$ cat src/rtl/arith_share_sched_if.sv
// Requester-side bus of the shared arithmetic scheduler: job requests in, one-hot accept/response out.
interface arith_share_sched_if #(
  parameter int unsigned NREQ  = 4,
  parameter int unsigned WIDTH = 16
);
  logic [NREQ-1:0]       req_valid;
  logic [NREQ-1:0]       req_op;
  logic [NREQ*WIDTH-1:0] req_a;
  logic [NREQ*WIDTH-1:0] req_b;
  logic [NREQ-1:0]       req_ready;
  logic [NREQ-1:0]       rsp_valid;
  logic [WIDTH-1:0]      rsp_val;
  logic                  rsp_ovf;
  logic                  rsp_dbz;

  modport master (
    output req_valid, req_op, req_a, req_b,
    input  req_ready, rsp_valid, rsp_val, rsp_ovf, rsp_dbz
  );

  modport slave (
    input  req_valid, req_op, req_a, req_b,
    output req_ready, rsp_valid, rsp_val, rsp_ovf, rsp_dbz
  );
endinterface

$ cat src/rtl/arith_share_sched.sv
// Round-robin scheduler sharing one iterative mul/div engine among NREQ requesters,
// with local divide-by-zero short-circuit and a sticky engine timeout.
module arith_share_sched #(
  parameter int unsigned NREQ    = 4,
  parameter int unsigned WIDTH   = 16,
  parameter int unsigned TIMEOUT = 63
) (
  input  logic               clk,
  input  logic               rst,
  arith_share_sched_if.slave bus,
  output logic               eng_start_o,
  output logic               eng_op_o,
  output logic [WIDTH-1:0]   eng_a_o,
  output logic [WIDTH-1:0]   eng_b_o,
  input  logic               eng_done_i,
  input  logic [WIDTH-1:0]   eng_val_i,
  input  logic               eng_ovf_i,
  input  logic               eng_dbz_i,
  output logic               busy_o,
  output logic               error_to_o
);

  localparam int unsigned PW = (NREQ > 1) ? $clog2(NREQ) : 1;
  localparam int unsigned CW = 8;

  localparam logic [1:0] S_IDLE  = 2'd0;
  localparam logic [1:0] S_ISSUE = 2'd1;
  localparam logic [1:0] S_WAIT  = 2'd2;
  localparam logic [1:0] S_RESP  = 2'd3;

  logic [1:0]       state_q, state_d;
  logic [PW-1:0]    rr_ptr_q, rr_ptr_d;
  logic [PW-1:0]    grant_q, grant_d;
  logic [CW-1:0]    cnt_q, cnt_d;
  logic [NREQ-1:0]  req_ready_q, req_ready_d;
  logic [NREQ-1:0]  rsp_valid_q, rsp_valid_d;
  logic [WIDTH-1:0] rsp_val_q, rsp_val_d;
  logic             rsp_ovf_q, rsp_ovf_d;
  logic             rsp_dbz_q, rsp_dbz_d;
  logic             eng_start_q, eng_start_d;
  logic             eng_op_q, eng_op_d;
  logic [WIDTH-1:0] eng_a_q, eng_a_d;
  logic [WIDTH-1:0] eng_b_q, eng_b_d;
  logic             busy_q, busy_d;
  logic             error_to_q, error_to_d;

  logic             found_c;
  logic [PW-1:0]    grant_idx_c;
  int unsigned      scan_c;
  logic             sel_op_c;
  logic [WIDTH-1:0] sel_a_c;
  logic [WIDTH-1:0] sel_b_c;
  logic [PW-1:0]    next_ptr_c;

  // First pending requester at or above rr_ptr, wrapping modulo NREQ
  always_comb begin
    found_c     = 1'b0;
    grant_idx_c = '0;
    scan_c      = 0;
    for (int unsigned i = 0; i < NREQ; i++) begin
      scan_c = 32'(rr_ptr_q) + i;
      if (scan_c >= NREQ) scan_c = scan_c - NREQ;
      if (!found_c && bus.req_valid[PW'(scan_c)]) begin
        found_c     = 1'b1;
        grant_idx_c = PW'(scan_c);
      end
    end
    sel_op_c   = bus.req_op[grant_idx_c];
    sel_a_c    = bus.req_a[grant_idx_c*WIDTH +: WIDTH];
    sel_b_c    = bus.req_b[grant_idx_c*WIDTH +: WIDTH];
    next_ptr_c = (grant_q == PW'(NREQ - 1)) ? '0 : grant_q + PW'(1);
  end

  always_comb begin
    state_d     = state_q;
    rr_ptr_d    = rr_ptr_q;
    grant_d     = grant_q;
    cnt_d       = cnt_q;
    req_ready_d = '0;
    rsp_valid_d = '0;
    rsp_val_d   = rsp_val_q;
    rsp_ovf_d   = rsp_ovf_q;
    rsp_dbz_d   = rsp_dbz_q;
    eng_start_d = 1'b0;
    eng_op_d    = eng_op_q;
    eng_a_d     = eng_a_q;
    eng_b_d     = eng_b_q;
    error_to_d  = error_to_q;

    case (state_q)
      S_IDLE: begin
        if (found_c) begin
          grant_d     = grant_idx_c;
          eng_op_d    = sel_op_c;
          eng_a_d     = sel_a_c;
          eng_b_d     = sel_b_c;
          req_ready_d = NREQ'(1) << grant_idx_c;
          // Start is registered, so the zero-divisor decision is made here
          eng_start_d = !(sel_op_c && (sel_b_c == '0));
          state_d     = S_ISSUE;
        end
      end
      S_ISSUE: begin
        if (eng_op_q && (eng_b_q == '0)) begin
          rsp_val_d   = '0;
          rsp_ovf_d   = 1'b0;
          rsp_dbz_d   = 1'b1;
          rsp_valid_d = NREQ'(1) << grant_q;
          state_d     = S_RESP;
        end else begin
          cnt_d   = '0;
          state_d = S_WAIT;
        end
      end
      S_WAIT: begin
        if (eng_done_i) begin
          rsp_val_d   = eng_val_i;
          rsp_ovf_d   = eng_ovf_i;
          rsp_dbz_d   = eng_dbz_i;
          rsp_valid_d = NREQ'(1) << grant_q;
          state_d     = S_RESP;
        end else if (cnt_q == CW'(TIMEOUT)) begin
          rsp_val_d   = '0;
          rsp_ovf_d   = 1'b1;
          rsp_dbz_d   = 1'b0;
          rsp_valid_d = NREQ'(1) << grant_q;
          error_to_d  = 1'b1;
          state_d     = S_RESP;
        end else begin
          cnt_d = cnt_q + CW'(1);
        end
      end
      S_RESP: begin
        rr_ptr_d = next_ptr_c;
        state_d  = S_IDLE;
      end
      default: begin
        state_d    = S_IDLE;
        error_to_d = 1'b1;
      end
    endcase

    busy_d = (state_d != S_IDLE);
  end

  always_ff @(posedge clk or posedge rst) begin
    if (rst) begin
      state_q     <= S_IDLE;
      rr_ptr_q    <= '0;
      grant_q     <= '0;
      cnt_q       <= '0;
      req_ready_q <= '0;
      rsp_valid_q <= '0;
      rsp_val_q   <= '0;
      rsp_ovf_q   <= 1'b0;
      rsp_dbz_q   <= 1'b0;
      eng_start_q <= 1'b0;
      eng_op_q    <= 1'b0;
      eng_a_q     <= '0;
      eng_b_q     <= '0;
      busy_q      <= 1'b0;
      error_to_q  <= 1'b0;
    end else begin
      state_q     <= state_d;
      rr_ptr_q    <= rr_ptr_d;
      grant_q     <= grant_d;
      cnt_q       <= cnt_d;
      req_ready_q <= req_ready_d;
      rsp_valid_q <= rsp_valid_d;
      rsp_val_q   <= rsp_val_d;
      rsp_ovf_q   <= rsp_ovf_d;
      rsp_dbz_q   <= rsp_dbz_d;
      eng_start_q <= eng_start_d;
      eng_op_q    <= eng_op_d;
      eng_a_q     <= eng_a_d;
      eng_b_q     <= eng_b_d;
      busy_q      <= busy_d;
      error_to_q  <= error_to_d;
    end
  end

  assign bus.req_ready = req_ready_q;
  assign bus.rsp_valid = rsp_valid_q;
  assign bus.rsp_val   = rsp_val_q;
  assign bus.rsp_ovf   = rsp_ovf_q;
  assign bus.rsp_dbz   = rsp_dbz_q;
  assign eng_start_o   = eng_start_q;
  assign eng_op_o      = eng_op_q;
  assign eng_a_o       = eng_a_q;
  assign eng_b_o       = eng_b_q;
  assign busy_o        = busy_q;
  assign error_to_o    = error_to_q;

endmodule

$ cat src/flat_wrapper.sv
// flat-port wrapper written by rule: the top's interface ports become plain ports
module arith_share_sched_flat 
#(
  parameter int unsigned NREQ    = 4,
  parameter int unsigned WIDTH   = 16,
  parameter int unsigned TIMEOUT = 63
)
  (clk, rst, eng_start_o, eng_op_o, eng_a_o, eng_b_o, eng_done_i, eng_val_i, eng_ovf_i, eng_dbz_i, busy_o, error_to_o, bus_req_valid, bus_req_op, bus_req_a, bus_req_b, bus_req_ready, bus_rsp_valid, bus_rsp_val, bus_rsp_ovf, bus_rsp_dbz);
  arith_share_sched_if #(.NREQ(NREQ), .WIDTH(WIDTH)) bus_i ();
  input  logic clk;
  input  logic rst;
  output logic eng_start_o;
  output logic eng_op_o;
  output logic [WIDTH-1:0] eng_a_o;
  output logic [WIDTH-1:0] eng_b_o;
  input  logic eng_done_i;
  input  logic [WIDTH-1:0] eng_val_i;
  input  logic eng_ovf_i;
  input  logic eng_dbz_i;
  output logic busy_o;
  output logic error_to_o;
  input wire logic [$bits(bus_i.req_valid)-1:0] bus_req_valid;
  input wire logic [$bits(bus_i.req_op)-1:0] bus_req_op;
  input wire logic [$bits(bus_i.req_a)-1:0] bus_req_a;
  input wire logic [$bits(bus_i.req_b)-1:0] bus_req_b;
  output wire logic [$bits(bus_i.req_ready)-1:0] bus_req_ready;
  output wire logic [$bits(bus_i.rsp_valid)-1:0] bus_rsp_valid;
  output wire logic [$bits(bus_i.rsp_val)-1:0] bus_rsp_val;
  output wire logic [$bits(bus_i.rsp_ovf)-1:0] bus_rsp_ovf;
  output wire logic [$bits(bus_i.rsp_dbz)-1:0] bus_rsp_dbz;
  assign bus_i.req_valid = bus_req_valid;
  assign bus_i.req_op = bus_req_op;
  assign bus_i.req_a = bus_req_a;
  assign bus_i.req_b = bus_req_b;
  assign bus_req_ready = bus_i.req_ready;
  assign bus_rsp_valid = bus_i.rsp_valid;
  assign bus_rsp_val = bus_i.rsp_val;
  assign bus_rsp_ovf = bus_i.rsp_ovf;
  assign bus_rsp_dbz = bus_i.rsp_dbz;
  arith_share_sched #(.NREQ(NREQ), .WIDTH(WIDTH), .TIMEOUT(TIMEOUT)) u_core (.clk(clk), .rst(rst), .bus(bus_i), .eng_start_o(eng_start_o), .eng_op_o(eng_op_o), .eng_a_o(eng_a_o), .eng_b_o(eng_b_o), .eng_done_i(eng_done_i), .eng_val_i(eng_val_i), .eng_ovf_i(eng_ovf_i), .eng_dbz_i(eng_dbz_i), .busy_o(busy_o), .error_to_o(error_to_o));
endmodule
$ cat config.mk
export PLATFORM = sky130hd
export DESIGN_NAME = arith_share_sched_flat
export DESIGN_NICKNAME = d
export VERILOG_FILES = /design/src/rtl/arith_share_sched_if.sv /design/src/rtl/arith_share_sched.sv /design/src/flat_wrapper.sv
export SDC_FILE = /design/constraint.sdc
export NUM_CORES = 1
export LEC_CHECK = 0
export BUFFER_PORTS_ARGS = -buffer_cell sky130_fd_sc_hd__buf_2
export CAP_MARGIN = 20
export CORE_MARGIN = 5
export CORE_UTILIZATION = 37
export CTS_CLUSTER_DIAMETER = 100
export DETAILED_ROUTE_END_ITERATION = 6
export GPL_ROUTABILITY_DRIVEN = 0
export PLACE_DENSITY = 0.67
export SYNTH_ARGS = -nofsm -noshare
export SYNTH_HDL_FRONTEND = slang
export SYNTH_SLANG_ARGS = --single-unit
$ cat constraint.sdc
create_clock -name clk -period 4.98 [get_ports clk]
set_clock_uncertainty 0.15 [all_clocks]
set_input_delay 0.996 -clock clk [delete_from_list [all_inputs] [get_ports clk]]
set_output_delay 0.996 -clock clk [all_outputs]
set_load 0.1 [all_outputs]
==> out/metrics.cfg, run 1 <==
[critical_path]
crit_top_cell=nand2_1
cpLargestDelayFamily=simple AND/OR/NAND/NOR gates
crit_required_ns=5.00
critical_path_class=primary input to flip-flop
critical_path.max_stage_delay_ns=0.87
path_max_fanout=30
cp.buffers_inverters=2
cp-start-kind=primary input
end_kind=flip-flop
critPathSlowestCell=or3_1
path_cells=buf_2, nand2b_1, a21oi_1, or3_1, buf_4, nand2_1, nand3_1, nand2_1, nor3_1, a31oi_1
cp_data_arrival_time_ns=3.23

[grt]
grt_max_degree=57
antenna_found_initial=0
grt_usage_pct=17.26
grt_pass1_vias=4436
grt.overflow.total=0
grt_pass1_wl_mm=20.20

[synth]
synth-edff-count=0
netlist_area_sq_um=4283
yosysWarnings=0
syn_avg_cell_area_sq_um=8.158
syn_nets=691
synth.area.mux_share_pct=9.115
synth_xor_area_share_pct=0
netlist_instances=525
ys_async_sr_fraction_pct=100.0
synth_top_family_by_area=simple AND/OR/NAND/NOR gates
ys.flop_type=dfrtp_1
ys_ff_latch=76
synth-compound-area-share_pct=10.66
synth_simple_gate_area_share_pct=28.22
synth_fa_ha_area_share_pct=2.629
ys_seq_area_share_pct=44.41
synthDistinctLibCells=41

[cts]
clock-root-buffer=clkbuf_16
cts_made_buffers=9
clkSlewWorstSetupHoldPaths_ns=0.06
cts_htree_levels=3
cts_num_sinks=76
post_cts_buffers=0
clk_latency_ns=0.32
cts_tree=done
cts_resized=0
cts_hold_buf=0
cts_buffer_depth=2

[floorplan]
die_y_um=117.6
coreArea_sq_um=11370
dieWidth_um=117.6
die_area_sq_um=13830
rows=39
ios=219
start_util_pct=37.67

[detailed_routing]
num_vias=4314
ant_nets=0
drc_errors=0
viasPerCell=4.936
routedWlPerCell_um=13.82
first_pass_iters=4
drtIter0Drc=197
wl_mm=12.08

[placement]
port_buffers=218
postPlaceCellArea_sq_um=5444
dpl.cell_count=857
hpwlAfterDp_mm=9.513

[cells_and_area]
fillers=1104
final_common_cell=buf_2
area_growth_pct=34.50
diodes=0
final_cell_area_sq_um=5761
nets=892
layout_common_cells=218 x buf_2, 184 x nand2_1, 76 x dfrtp_1, 49 x o21ai_0, 42 x nand3_1
instances_no_fill=874
final_layout_size_suffix_gt1_share_pct=36.53

[sta]
fmax_ghz=0.3113
fin_tns_setup_ns=0
layout_min_cycle_time_ns=3.212
rsz0062_at_grt=false
tightestPinTransition_ns=1.077
setup_viol_count_final=0
slew_viol_final=0
final-hold-violation-count=0
maxSlewHeadroom_pct=28.20
hold_slack_ns=0.3217
final.period_utilization_pct=64.50

[worst_hold_path]
hold_path_class=flip-flop to flip-flop

[flow_run]
cap_violations=0

[status]
status=finished, final reports clean

-- per-stage QoR --
stage	worst slack (ns)	util (%)
after floorplan	1.896	-
after global placement	1.547	47.88
after detailed placement	1.445	47.88
after CTS	1.788	50.53
after global routing	1.603	50.67
final	1.768	50.67
-- state kept, by name (all words and copies together) (netlist names) --
register and count:
u_core.bus.rsp_ovf 1, u_core.busy_o 1, u_core.error_to_o 1, u_core.eng_a_o 16, u_core.bus.rsp_dbz 1, u_core.rr_ptr_q 2, u_core.grant_q 2, u_core.eng_start_o 1
u_core.cnt_q 8, u_core.bus.rsp_val 16, u_core.state_q 2, u_core.bus.rsp_valid 4, u_core.eng_b_o 16, u_core.eng_op_o 1, u_core.bus.req_ready 4
-- logic make-up after synthesis --
group           count (synthesis)
simple gates                  275
flops                          76
fa+ha+maj                       9
compound gates                 81
buf+inv                        47
mux                            37
-- per-layer routing --
| metal | vias to the layer above | wire, um | global-route usage (%) | part of all wire (%) |
|---|---|---|---|---|
| met5 | - | 0 | 0 | 0 |
| met4 | 0 | 220 | 4.588 | 1.8 |
| met3 | 22 | 943 | 5.766 | 7.8 |
| met2 | 172 | 5957 | 30.98 | 49 |
| met1 | 1959 | 4958 | 19.55 | 41 |
| li1 | 2161 | - | - | - |
-- layout make-up --
class / instances / area, sq um / share of cell area [%]
clock buffer: 11 / 242.7 / 4.214
multi-input combinational: 402 / 2185 / 37.92
tap: 143 / 178.9 / 3.106
inverter: 13 / 50.05 / 0.8688
sequential: 76 / 1902 / 33.01
timing repair buffer: 224 / 1144 / 19.85
clock inverter: 5 / 58.81 / 1.021
-- synth_stat cells (3+ instances only) --
library cell | number | share of area, %
nand3_1 | 42 | 4.9
mux2_2 | 15 | 3.9
clkbuf_1 | 21 | 1.8
mux2i_1 | 21 | 4.9
nor3_1 | 8 | 0.93
and3_1 | 5 | 0.73
buf_2 | 10 | 1.2
nor4_1 | 3 | 0.44
nor2_1 | 7 | 0.61
nand2b_1 | 4 | 0.58
or2_2 | 5 | 0.73
and2_1 | 5 | 0.73
dfrtp_1 | 76 | 44
o21ai_0 | 49 | 5.7
o21ai_1 | 11 | 1.3
nand2_1 | 184 | 16
o31ai_1 | 5 | 0.88
inv_1 | 13 | 1.1
a31oi_1 | 5 | 0.73
a21oi_1 | 3 | 0.35
a21o_1 | 3 | 0.53
ha_1 | 9 | 2.6
-- final timing paths --
| path | cells after the start | slack [ns] | start | end |
|---|---|---|---|---|
| max in group asynchronous | 3 | 3.16 | rst | u_core.eng_b_o[10]$_DFFE_PP0P_ |
| worst max register to register | 9 | 1.97 | u_core.rr_ptr_q[1]$_DFFE_PP0N_ | u_core.eng_start_o$_DFF_PP0_ |
| min in group asynchronous | 2 | 0.65 | rst | u_core.eng_a_o[5]$_DFFE_PP0P_ |
| worst min register to register | 1 | 0.32 | u_core.bus.rsp_dbz$_DFFE_PP0P_ | u_core.bus.rsp_dbz$_DFFE_PP0P_ |
| worst min-delay path | 1 | 0.32 | u_core.bus.rsp_dbz$_DFFE_PP0P_ | u_core.bus.rsp_dbz$_DFFE_PP0P_ |
| worst max-delay path | 10 | 1.77 | bus_req_valid[2] | u_core.eng_start_o$_DFF_PP0_ |
Power of run 1 is not shown: default switching activity piles up to over one toggle a cycle in this logic, so the estimate is an artifact.
==> run 2, diff against run 1 <==
==> constraint.sdc (replaced) <==
create_clock -name clk -period 3.3 [get_ports clk]
set_clock_uncertainty 0.15 [all_clocks]
set_input_delay 0.66 -clock clk [delete_from_list [all_inputs] [get_ports clk]]
set_output_delay 0.66 -clock clk [all_outputs]
set_load 0.1 [all_outputs]
==> run 2 against run 1 <==
Die area is the same. Critical path depth shrank 1. Critical endpoint unchanged. Hold slack lost 0.0059 ns. Wire length grew 0.89%. Clock-buffer cell count is the same. First-iteration DRC count grew 6.6%. Global-route usage grew 0.091 points. Register-to-register slack lost 1.3 ns. Largest cell class unchanged. Sequential share of layout area shrank 0.41 points. Via count grew 0.97%. Cell area grew 1.3%. Cell count grew 0.34%.
==> out/metrics.cfg, run 2 (same netlist as run 1, synthesis figures left out) <==
[status]
status=finished, final reports clean

[cts]
post_cts_buffers=0  ; unchanged
cts_hold_buf=0  ; unchanged
cts_htree_levels=3  ; unchanged
cts_buffer_depth=2  ; unchanged
cts_num_sinks=76  ; unchanged
cts_resized=0  ; unchanged
cts_tree=done
clkSlewWorstSetupHoldPaths_ns=0.06  ; about the same
clk_latency_ns=0.32  ; about the same
cts_made_buffers=9  ; unchanged
clock-root-buffer=clkbuf_16

[flow_run]
cap_violations=0  ; unchanged

[critical_path]
crit_required_ns=3.34  ; -1.66 ns
critical_path_class=flip-flop to flip-flop
timing.rr.end=u_core.eng_start_o$_DFF_PP0_
reg2reg_from=u_core.rr_ptr_q[1]$_DFFE_PP0N_
r2r_cells=9  ; unchanged
end_kind=flip-flop
cp-startpoint=u_core.rr_ptr_q[1]$_DFFE_PP0N_
cp_data_arrival_time_ns=2.62  ; -0.61 ns
cp-start-kind=flip-flop
rrSetupSlack_ns=0.72  ; -1.25 ns
path_max_fanout=17  ; -43%

[worst_hold_path]
hold_path_class=primary input to asynchronous set/reset pin

[grt]
grt_max_degree=57  ; unchanged
grt_pass1_wl_mm=20.46  ; +1.3%
grt.overflow.total=0  ; unchanged
antenna_found_initial=0  ; unchanged
grt_pass1_vias=4510  ; +1.7%
grt_usage_pct=17.35  ; +0.091 points

[sta]
slew_viol_final=0  ; unchanged
final.period_utilization_pct=78.30
fmax_ghz=0.3870
setup_viol_count_final=0  ; unchanged
fin_tns_setup_ns=0  ; unchanged
final-hold-violation-count=0  ; unchanged
rsz0062_at_grt=false
tightestPinTransition_ns=0.8188  ; -0.2582 ns
maxSlewHeadroom_pct=45.35  ; +17 points
layout_min_cycle_time_ns=2.584

[cells_and_area]
fillers=1093  ; -1.0%
diodes=0  ; unchanged
multi_input_area_sq_um=2185  ; unchanged
area_growth_pct=36.20
layout_common_cells=218 x buf_2, 184 x nand2_1, 76 x dfrtp_1, 49 x o21ai_0, 42 x nand3_1
final_common_cell=buf_2
regArea_sq_um=1902  ; unchanged
nets=895  ; +0.34%
final_layout_size_suffix_gt1_share_pct=36.78  ; +0.26 points

[detailed_routing]
wl_mm=12.19  ; +0.89%
ant_nets=0  ; unchanged
first_pass_iters=4  ; unchanged
routedWlPerCell_um=13.90  ; +0.54%
drtIter0Drc=210  ; +6.6%
num_vias=4356  ; +0.97%
drc_errors=0  ; unchanged
viasPerCell=4.967  ; +0.63%

[floorplan]
start_util_pct=37.67  ; unchanged
ios=219  ; unchanged
die_y_um=117.6  ; unchanged
coreArea_sq_um=11370  ; unchanged
dieWidth_um=117.6  ; unchanged
rows=39  ; unchanged
die_area_sq_um=13830  ; unchanged

[placement]
hpwlAfterDp_mm=9.576  ; +0.66%
port_buffers=218  ; unchanged

==> run 2: cell count changes in the layout (fill, tap and decap cells not counted) <==
cell / delta
buf_12: +2
buf_4: +1
bufinv_16: +1
clkinv_2: -1
==> run 2: area by class of cell <==
class	count	area share [%]
multi-input cells	402	37.45
flip-flops and latches	76	32.60
repair buffers	227	20.42
clock buffers	11	4.161
well taps	143	3.067
clock inverters	5	1.437
inverters	13	0.8580
==> run 2: worst max path at each step <==
stage	to	slack, ns	depth (start not counted)
floorplan	u_core.bus.req_ready[0]$_DFF_PP0_	0.55	1
global placement	u_core.eng_start_o$_DFF_PP0_	0.46	10
detailed placement	u_core.eng_start_o$_DFF_PP0_	0.38	10
CTS	u_core.eng_start_o$_DFF_PP0_	0.70	9
global route	u_core.eng_start_o$_DFF_PP0_	0.52	9
finish	u_core.eng_start_o$_DFF_PP0_	0.72	9
==> run 2: layer usage <==
metal | wire length, um | share of wire (%) | track usage, %
met5 | 0 | 0 | 0
met4 | 239 | 2.0 | 5.520
met3 | 920 | 7.5 | 4.469
met2 | 5925 | 49 | 30.37
met1 | 5102 | 42 | 20.77
==> run 2: critical path, stage by stage (launching register included) <==
cell and delay (ns):
dfrtp_1 0.47, nand4b_1 0.14, o21ai_0 0.17, nor2_4 0.52
buf_4 0.30, mux2i_1 0.20, mux2_2 0.17, nand2_1 0.05
nor4_1 0.16, a31oi_1 0.11
==> run 2: per-stage QoR <==
step / hold WS (ns) / worst slack (ns) / instances / instance area (sq um) / util [%]
global placement: 0.3049 / 0.4600 / 860 / 5492 / 48.30
floorplan: 0.3165 / 0.5517 / 525 / 4283 / -
CTS: 0.3229 / 0.6957 / 876 / 5818 / 51.17
global route: 0.3465 / 0.5162 / 877 / 5833 / 51.30
finish: 0.3158 / 0.7162 / 877 / 5833 / 51.30
detailed placement: 0.3089 / 0.3782 / 860 / 5492 / 48.30
Power of run 2 is left out for the same reason.
==> run 3, diff against run 2 <==
--- a/config.mk
+++ b/config.mk
@@ -5,6 +5,7 @@
 export SDC_FILE = /design/constraint.sdc
 export NUM_CORES = 1
 export LEC_CHECK = 0
+export ABC_AREA = 1
 export BUFFER_PORTS_ARGS = -buffer_cell sky130_fd_sc_hd__buf_2
 export CAP_MARGIN = 20
 export CORE_MARGIN = 5
@@ -12,7 +13,7 @@
 export CTS_CLUSTER_DIAMETER = 100
 export DETAILED_ROUTE_END_ITERATION = 6
 export GPL_ROUTABILITY_DRIVEN = 0
-export PLACE_DENSITY = 0.67
+export PLACE_DENSITY = 0.66
 export SYNTH_ARGS = -nofsm -noshare
 export SYNTH_HDL_FRONTEND = slang
 export SYNTH_SLANG_ARGS = --single-unit
==> constraint.sdc (replaced) <==
create_clock -name clk -period 2.7 [get_ports clk]
set_clock_uncertainty 0.15 [all_clocks]
set_input_delay 0.54 -clock clk [delete_from_list [all_inputs] [get_ports clk]]
set_output_delay 0.54 -clock clk [all_outputs]
set_load 0.1 [all_outputs]
==> run 3 against run 2 <==
Hold slack worse by 0.21 ns. Cell area is 5.9% higher. Wire length is 14% higher. Register-to-register slack worse by 0.45 ns. Critical path type unchanged. Synthesized area is 6.3% higher. Via count is 11% higher. Die area is 5.7% higher. Sequential share of layout area is 1.8 points lower. Synthesized cell count is 19% higher. Core utilization is 0.10 points higher. Largest cell class unchanged. Fmax is 6.1% higher.
==> out/metrics.cfg, run 3 <==
[cts]
cts_buffer_depth=2  ; unchanged
cts_tree=done
cts_made_buffers=9  ; unchanged
cts_hold_buf=0  ; unchanged
cts_num_sinks=76  ; unchanged
clk_latency_ns=0.33  ; about the same
cts_htree_levels=3  ; unchanged
clkSlewWorstSetupHoldPaths_ns=0.06  ; about the same
clock-root-buffer=clkbuf_16

[sta]
maxSlewHeadroom_pct=60.12  ; +15 points
setup_viol_count_final=0  ; unchanged
fin_tns_setup_ns=0  ; unchanged
tightestPinTransition_ns=0.5975  ; -0.2213 ns
final.period_utilization_pct=90.23  ; +12 points
final-hold-violation-count=0  ; unchanged
layout_min_cycle_time_ns=2.436  ; -0.1475 ns
rsz0062_at_grt=false
hold_slack_ns=0.1042  ; -0.2116 ns
fmax_ghz=0.4105  ; +6.1%
slew_viol_final=0  ; unchanged

[critical_path]
cp-start-kind=flip-flop
critical_path_class=flip-flop to flip-flop
cp_data_arrival_time_ns=2.52  ; -0.10 ns
reg2reg_from=u_core.rr_ptr_q[0]$_DFFE_PP0N_
cp-startpoint=u_core.rr_ptr_q[0]$_DFFE_PP0N_
crit_required_ns=2.78  ; -0.56 ns
end_kind=flip-flop
path_max_fanout=10  ; -7
r2r_cells=18  ; +9

[synth]
syn_nets=790  ; +14%
synthTopCellsByArea=dfrtp_1 42%, nand2_1 20%, nand3_1 5.1%
netlist_area_sq_um=4552  ; +6.3%
ys_ff_latch=76  ; unchanged
yosysTopAreaCellShare_pct=41.78  ; -2.6 points
ys.flop_type=dfrtp_1
synth_most_common_cell=nand2_1
yosys.area.top_type=dfrtp_1
ys_seq_area_share_pct=41.78  ; -2.6 points
ys_async_sr_fraction_pct=100.0  ; unchanged
syn_avg_cell_area_sq_um=7.295  ; -11%
synth-edff-count=0  ; unchanged
synth_common_cells=240 x nand2_1, 76 x dfrtp_1, 54 x inv_1
yosysWarnings=0  ; unchanged
synthDistinctLibCells=38  ; -7.3%
netlist_instances=624  ; +19%

[detailed_routing]
routedWlPerCell_um=13.91  ; +0.13%
drtIter0Drc=281  ; +34%
highest_layer=met4
num_vias=4844  ; +11%
first_pass_iters=5  ; +1
wl_met2_mm=6.417  ; +8.3%
viasPerCell=4.859  ; -2.2%
met1_length_mm=6.243  ; +22%
ant_nets=0  ; unchanged
met3_length_um=924  ; +0.43%
wl_mm=13.87  ; +14%
drc_errors=0  ; unchanged

[placement]
dpl.cell_count=977  ; +14%
port_buffers=218  ; unchanged
hpwlAfterDp_mm=10.96  ; +14%

[grt]
grt_max_degree=45  ; -21%
grt.overflow.total=0  ; unchanged
grt_pass1_vias=4676  ; +3.7%
antenna_found_initial=0  ; unchanged
grt_usage_pct=18.77  ; +1.4 points
grt_pass1_wl_mm=22.36  ; +9.3%

[status]
status=finished, final reports clean

[cells_and_area]
nets=1011  ; +13%
final_layout_size_suffix_gt1_share_pct=33.65  ; -3.1 points
post-route-util_pct=51.41  ; +0.10 points
layout_common_cells=240 x nand2_1, 218 x buf_2, 76 x dfrtp_1, 53 x inv_1, 46 x nand3_1
diodes=0  ; unchanged
final_common_cell=nand2_1
instances_no_fill=997  ; +14%
area_growth_pct=35.65

[worst_hold_path]
hold_path_class=primary input to asynchronous set/reset pin

[floorplan]
die_area_sq_um=14620  ; +5.7%
start_util_pct=37.90  ; +0.23 points
die_y_um=120.9  ; +2.8%
ios=219  ; unchanged
coreArea_sq_um=12010  ; +5.6%
dieWidth_um=120.9  ; +2.8%
rows=40  ; +2.6%

[flow_run]
cap_violations=0  ; unchanged

run 3: timing repair:
item / 4_1_cts / 5_1_grt
endpoints found under the setup margin: 0 / 2
resized for setup: 0 / 1
endpoints found under the hold margin: 0 / 0
buffers inserted: 0 / 4
run 3: cell families after synthesis:
| kind of cell | synth area share, % |
|---|---|
| AOI/OAI and AO/OA | 11.22 |
| and+or+nand+nor | 35.05 |
| xor gates and xnor gates | 0.1924 |
| adders and majority gates | 2.474 |
| buffers and inverters | 9.291 |
| DFF | 41.78 |
run 3: path summary, 6_finish.rpt:
| path | slack [ns] | end |
|---|---|---|
| setup / recovery | 0.26 | u_core.eng_start_o$_DFF_PP0_ |
| hold / removal | 0.10 | u_core.eng_a_o[8]$_DFFE_PP0P_ |
| setup reg to reg | 0.26 | u_core.eng_start_o$_DFF_PP0_ |
| hold reg to reg | 0.32 | u_core.error_to_o$_DFFE_PP0P_ |
| max in group asynchronous | 1.65 | u_core.eng_op_o$_DFFE_PP0P_ |
| min in group clk | 0.29 | u_core.bus.rsp_val[2]$_DFFE_PP0P_ |
run 3: routing by layer:
| metal | vias to the layer above | global-route usage (%) |
|---|---|---|
| li1 | 2458 | - |
| met3 | 22 | 4.336 |
| met1 | 2202 | 25.52 |
| met4 | 0 | 6.020 |
| met2 | 162 | 29.59 |
| met5 | - | 0 |
run 3: final cells by class:
class	instances	area [sq um]
clock inverter	6	87.58
tap	147	183.9
sequential	76	1902
timing repair buffer	238	1304
inverter	59	227.7
clock buffer	10	239.0
fill	1198	5837
multi-input combinational	461	2231
run 3: through the flow:
step / setup slack (ns) / cell area, sq um
after floorplan: 0.07167 / 4552
after detailed placement: 0.1103 / 5789
after global routing: 0.02239 / 6175
after global placement: 0.1553 / 5789
final: 0.2637 / 6175
after CTS: 0.2273 / 6116
run 3: critical path, stage by stage, from the launching register on:
cell and delay (ns):
dfrtp_1 0.39, buf_4 0.18, nand2_1 0.09, nand2_2 0.09, nand2_2 0.08, nand2_2 0.06
nor2_4 0.11, nand3_2 0.11, nand2_4 0.11, nand2_8 0.09, buf_12 0.14, nor2_4 0.16
nand2_1 0.09, nand3_2 0.08, nand2_1 0.05, nor2_1 0.14, nand3_1 0.09, nand2_1 0.06
inv_1 0.04
Power of run 3 is left out for the same reason.
